$ cat src/rtl/fetch_sequencer.sv
// fetch_sequencer: multi-cycle PC/IR sequencer driving instruction_memory and selecting next PC after execute.
module fetch_sequencer #(
    parameter logic [31:0] RESET_PC    = 32'd0,
    parameter int          IMEM_DEPTH  = 256,
    parameter logic [5:0]  HALT_OPCODE = 6'b111111
) (
    input  logic        clk,
    input  logic        reset,
    output logic [31:0] imem_pc,
    input  logic [31:0] imem_instr,
    output logic [31:0] ir,
    output logic        ir_valid,
    input  logic        exec_done,
    input  logic        branch_taken,
    input  logic        jump,
    input  logic        jump_reg,
    input  logic [31:0] reg_target,
    output logic        halted,
    output logic        pc_fault,
    output logic [31:0] retired
);
    typedef enum logic [1:0] {ISSUE, CAPTURE, EXEC, HALT} state_t;
    state_t      state, state_n;
    logic [31:0] pc, pc_n, ir_n, retired_n, pc_plus1, next_pc;
    logic        fault_n, out_of_range;
    assign pc_plus1     = pc + 32'd1;
    assign out_of_range = pc >= 32'(IMEM_DEPTH);
    assign next_pc      = jump_reg     ? reg_target :
                          jump         ? {pc_plus1[31:26], ir[25:0]} :
                          branch_taken ? pc_plus1 + {{16{ir[15]}}, ir[15:0]} :
                                         pc_plus1;
    assign imem_pc  = pc;
    assign ir_valid = state == EXEC;
    assign halted   = state == HALT;
    always_comb begin
        state_n   = state;
        pc_n      = pc;
        ir_n      = ir;
        retired_n = retired;
        fault_n   = pc_fault;
        case (state)
            ISSUE: begin
                state_n = out_of_range ? HALT : CAPTURE;
                fault_n = out_of_range;
            end
            CAPTURE: begin
                ir_n    = imem_instr;
                state_n = (imem_instr[31:26] == HALT_OPCODE) ? HALT : EXEC;
            end
            EXEC: if (exec_done) begin
                retired_n = retired + 32'd1;
                pc_n      = next_pc;
                state_n   = ISSUE;
            end
            default: ;
        endcase
    end
    always_ff @(posedge clk or posedge reset) begin
        if (reset) begin
            state    <= ISSUE;
            pc       <= RESET_PC;
            ir       <= '0;
            retired  <= '0;
            pc_fault <= 1'b0;
        end else begin
            state    <= state_n;
            pc       <= pc_n;
            ir       <= ir_n;
            retired  <= retired_n;
            pc_fault <= fault_n;
        end
    end
endmodule

$ cat config.mk
export PLATFORM = sky130hd
export DESIGN_NAME = fetch_sequencer
export DESIGN_NICKNAME = d
export VERILOG_FILES = /design/src/rtl/fetch_sequencer.sv
export SDC_FILE = /design/constraint.sdc
export NUM_CORES = 1
export LEC_CHECK = 0
export ABC_AREA = 1
export CORE_ASPECT_RATIO = 0.75
export CORE_MARGIN = 2
export CORE_UTILIZATION = 55
export DETAILED_ROUTE_END_ITERATION = 6
export DONT_BUFFER_PORTS = 1
export PLACE_DENSITY = 0.7
export SLEW_MARGIN = 0
export SYNTH_ARGS = -nofsm -noshare
export SYNTH_HDL_FRONTEND = slang
export SYNTH_SLANG_ARGS = --single-unit
$ cat constraint.sdc
create_clock -name clk -period 5.99 [get_ports clk]
set_input_delay 0.599 -clock clk [delete_from_list [all_inputs] [get_ports clk]]
set_output_delay 0.599 -clock clk [all_outputs]
set_load 0.01 [all_outputs]
* After elaboration in Yosys (flattened, before gate mapping)
Index checks and enable logic that the tools add are counted.
Widths: inputs -> output; s select.
** Storage, ports and cells
- Register bits after elaboration :: 99
- Input port bits :: 70
- Output and inout bits :: 99
** Cells by class
- Equality and inequality tests :: 5
- Muxes and demuxes :: 7
- Add/sub/neg operators :: 3
- $lt $le $gt $ge :: 1
- Reduce and logical (&&, ||, !) cells :: 4
** Operators with widths (number)
- $mux 32 :: 3
- $add 32x1->32 const B :: 2
- $add 32x32->32 :: 1
- $ge 32x9->1 const B :: 1
- $eq 6x6->1 const B :: 1
- $pmux 2 s3 :: 1
- $eq 2x2->1 const B :: 2
- $mux 2 :: 2
- $reduce_and 2->1 :: 2
- $reduce_bool 3->1 :: 1
- $eq 2x1->1 const B :: 1
- $logic_not 2->1 :: 1
- $ne 2x1->1 const B :: 1
- $mux 1 :: 1

* Depth between registers and ports, before layout
- Depth in word-level cells :: 5
- Gate-level depth with buffers :: 24

* Worst setup path before layout
Ideal clock, no wire load.
- Kind :: register -> register
- Start :: register pc[0] (netlist: imem_pc[0])
- End :: register pc[27] (netlist: imem_pc[27])
- Cell stages (with the launch flop) :: 22
- Clock period less this slack :: 2.747 ns
- Slack :: 3.243 ns
- Buffers on the path :: 0
- Required time :: 5.873 ns
- Data arrival time :: 2.630 ns
- Cell sequence :: dfrtp_1 -> ha_1 -> nand2_1 -> nor2_4 -> nand2_1 -> nor3_1 -> nand3_1 -> o21ai_0 -> inv_1 -> ha_1 -> nand2_1 -> inv_1 -> nand2_1 -> nand2_1 -> a21oi_1 -> nor2_1 -> nor2_1 -> nand3b_1 -> nand3_1 -> nand2_1 -> nand2_1 -> nand2_1
** On the way
- Cells in the longest elaborated chain, start to end :: 5
** Ends and longest elaborated chain
- start: declaration :: RTL line 24 : logic [31:0] pc, pc_n, ir_n, retired_n, pc_plus1, next_pc;
- start signal: assignment :: RTL line 67 : pc <= pc_n;
- $add 32x1->32 * :: RTL line 26 : assign pc_plus1 = pc + 32'd1;
- $add 32x32->32 :: RTL line 30 : branch_taken ? pc_plus1 + {{16{ir[15]}}, ir[15:0]} :
- $mux 32 :: RTL line 30
- $mux 32 * :: RTL line 29 : jump ? {pc_plus1[31:26], ir[25:0]} :
- $mux 32 * :: RTL line 28 : assign next_pc = jump_reg ? reg_target :
Every way passes the cells marked *; elsewhere a longest branch is shown, timed or not.
A chain may end at the register's enable or synchronous reset.

* Final worst setup path
- Start :: register pc[1] (netlist: imem_pc[1])
- End :: register pc[22] (netlist: imem_pc[22])
** On the way
- Cells in the longest elaborated chain, start to end :: 5
** Ends and longest elaborated chain (RTL line)
- $add 32x1->32 * :: 26
- $add 32x32->32 :: 30
- $mux 32 * :: 30
- $mux 32 * :: 29
- $mux 32 * :: 28
Marked as above.

==> summary.md <==
| Metric | Value |
|---|---|
| Outcome | finished clean |
| Pin count of the biggest net entering global routing | roughly 70 |
| Area contributors post-synth | dfrtp_1 (29%), nand2_1 (24%), inv_1 (9.4%), nor2_1 (7.0%), ha_1 (6.5%) |
| Placed Instances | 1,598 |
| Post-synth EDFFs | 0 |
| Layout Nets | between 1,500 and 2,000 |
| Worst-path clk slew | 80 ps |
| Yosys top cell by area | dfrtp_1 |
| Crit path arrival time | between 3000 and 4000 ps |
| RD Place Congestion | ~1.0 |
| Post-DP HPWL | 22.6 mm |
| Synthesized flop and latch total | 99 |
| Grt ovf | 0 |
| Reg2reg start | imem_pc[1]$_DFFE_PP0P_ |
| Layout cells sized above 1 | 0.0291 |
| Cells after Synth | about 1,400 |
| Post-CTS resize count | 0 |
| Top cells by count, synth | nand2_1 (552), inv_1 (215), nor2_1 (160) |
| Crit Path Max Fanout | 6 |
| R2R Setup Slk | 2260 ps |
| Die area | around 17,000 um^2 |
| CP Class | reg2reg |
| Rel. slew slack | 0.366 |
| Sum Neg Setup Slack | 0 ps |
| DRC | 0 |
| P_leak | 5.10 nW |
| H-tree depth | 3 |
| Startpoint types | register |
| Worst Skew | about 18 ps |
| Mapped Area | between 8000 and 9000 um^2 |
| Register area share after synthesis | 0.288 |
| Area Growth Syn to Fin | 5.80% |
| Mean Syn Cell Area | ~6 um^2 |
| Final Power | between 0.001 and 0.0015 W |
| Wire length per cell | 17.4 um |
| Max-cap viol count | 0 |
| Core Area | 15,300 um^2 |
| Cell variety after synth | 39 |
| Syn nets | ~1,500 |
| Final wirelength | roughly 28 mm |
| Worst hold path type | in2async |
| Post-route ant nets | 0 |
| Largest stage delay on the critical path | a little over 500 ps |
| I/O pin count | roughly 170 |
| First-pass GRT wire length | around 44 mm |
| Initial DRC Count | 841 |
| DR vias/cell | between 5 and 6 |
| Max-slew violations | 0 |
| Final Critical Period | about 3700 ps |
| Vias post-DR | 8,817 |
| Die Wd | 148 um |
| Antenna violations before repair | 1 |
| CP max stage cell | dfrtp_1 |
| CTS Hold Bufs | 0 |
| Number of synthesis warnings | 0 |
| Final Hold Vio Count | 0 |
| Period utilisation layout | 0.623 |
| RSZ-0062 raised after global routing | no |
| Die Span Y | approximately 110 um |
| Critical Path, Cell by Cell | ha_1 -> nand2_1 -> nor2_4 -> nand2_1 -> nor2_1 -> xor2_1 -> inv_1 -> ha_1 -> nand2_1 -> nor2_1 -> nand2_1 -> nor2_1 -> nand2_1 -> nand4_1 -> nand3_1 -> nand2_1 -> nand2_1 -> nand2_1 -> nand2_1 |
| Synth async-reset ratio | 1.00 |
| Maximum clock rate | ~270 MHz |
| Final number of setup-violating endpoints | 0 |
| CTS max path bufs | 2 |
| Worst-Margin Slew | 947 ps |
| TritonCTS clock tree | done |
| Worst path required time | between 6000 and 7000 ps |
| Root Driver | clkbuf_16 |
| Area after DPL | approximately 8800 um^2 |
| DR pass1 iterations | 5 |
| Pwr dens | 146 nW/um^2 |
| FP Rows | 39 |
| FILL cells | 1,519 |
| Post-synth top area share | 0.288 |
| Num CTS Buffers | 9 |
| Most common cell in the netlist | nand2_1 |
| Postcts setup bufs | 0 |
| Skew-Pair Late Insertion Delay | between 300 and 400 ps |
| Synth Flop Type | dfrtp_1 |
| Maximum vdd drop | around 140 uV |
| Most frequent cell on the critical path | nand2_1 |
| GRT Total Usage | 0.341 |
| Port bufs | 0 |
| Sink Count | between 90 and 100 |
| Vias in the first global route | 7,886 |
| Launch point of the worst path | imem_pc[1]$_DFFE_PP0P_ |
| Initial Util | 0.564 |
| Crit path capture type | register |
| Non-Filler Instances | between 1,500 and 2,000 |
| Final Cell Area | roughly 9000 um^2 |
power breakdown:
part	leakage, nW	internal [W]	switching [W]	total (W)
Sequential	1.12	0.000668	0	0.000668
Clock	0.150	0.000299	0.000303	0.000602
Combinational	3.83	0.0000151	0.0000461	0.0000612
worst max-delay path, delay by kind of cell, from the launching register on:
kind                       cells  cell delay [ps]
DFF                            1              510
buffers and inverters          1               60
xor gates and xnor gates       1              230
and+or+nand+nor               15             2150
adders and majority gates      2              670
layout by cell type (no fill, tap or decap), drive strengths merged:
cell     instances
nand2          556
inv            219
nor2           167
dfrtp           99
nand3           76
a21oi           48
ha              45
o21ai           41
xor2            34
nor3            23
nand4           17
xnor2           13
nor4            13
nand3b           9
clkbuf           9
o22ai            7
buf              6
o211ai           5
clkinv           5
o21bai           4
and2             3
a22oi            2
o221ai           2
diode            1
o2111ai          1
a31oi            1
o21a             1
mux2             1
a21o             1
fa               1
sequential cells by signal, indices dropped and copies added, names as in the netlist:
register / cells
imem_pc: 32
ir: 32
state: 2
pc_fault: 1
retired: 32
kinds of logic (layout without fill, tap and decap cells):
| group | after synthesis | in the layout | synth area share |
|---|---|---|---|
| AOI/OAI and AO/OA | 113 | 113 | 0.0720 |
| xor gates and xnor gates | 47 | 47 | 0.0478 |
| adders and majority gates | 46 | 46 | 0.0677 |
| buffers and inverters | 246 | 239 | 0.108 |
| DFF | 99 | 99 | 0.288 |
| muxes | 1 | 1 | 0.00131 |
| other | 0 | 1 | 0 |
| and+or+nand+nor | 864 | 864 | 0.416 |
stage by stage:
stage	hold WS (ps)	util	worst slack, ps
6_report	93.8	0.596	2260
5_1_grt	112	0.596	1990
2_1_floorplan	507	-	2800
3_5_place_dp	483	0.576	2460
4_1_cts	98.1	0.596	2420
3_3_place_gp	482	0.576	2460
routing by layer:
layer  global-route usage  wire, um
met5                    0         0
met4               0.0832       527
met3               0.0894      3190
met2                0.483     11500
met1                0.516     13000
layout make-up:
type | instances | area [um^2] | share of cell area
tap | 205 | 256 | 0.0282
timing repair buffer | 6 | 45.0 | 0.00495
inverter | 217 | 818 | 0.0899
antenna | 1 | 2.50 | 0.000275
multi-input combinational | 1071 | 5200 | 0.571
clock buffer | 9 | 225 | 0.0247
clock inverter | 7 | 78.8 | 0.00866
sequential | 99 | 2480 | 0.272
worst paths after layout:
path	end	cells past startpoint
min	retired[25]$_DFFE_PP0P_	1
min reg2reg	retired[31]$_DFFE_PP0P_	1
max	imem_pc[22]$_DFFE_PP0P_	19
max in group asynchronous	ir[14]$_DFFE_PP0P_	2
max reg2reg	imem_pc[22]$_DFFE_PP0P_	19
min in group clk	ir[20]$_DFFE_PP0P_	2
(Power assumes the default switching activity.)
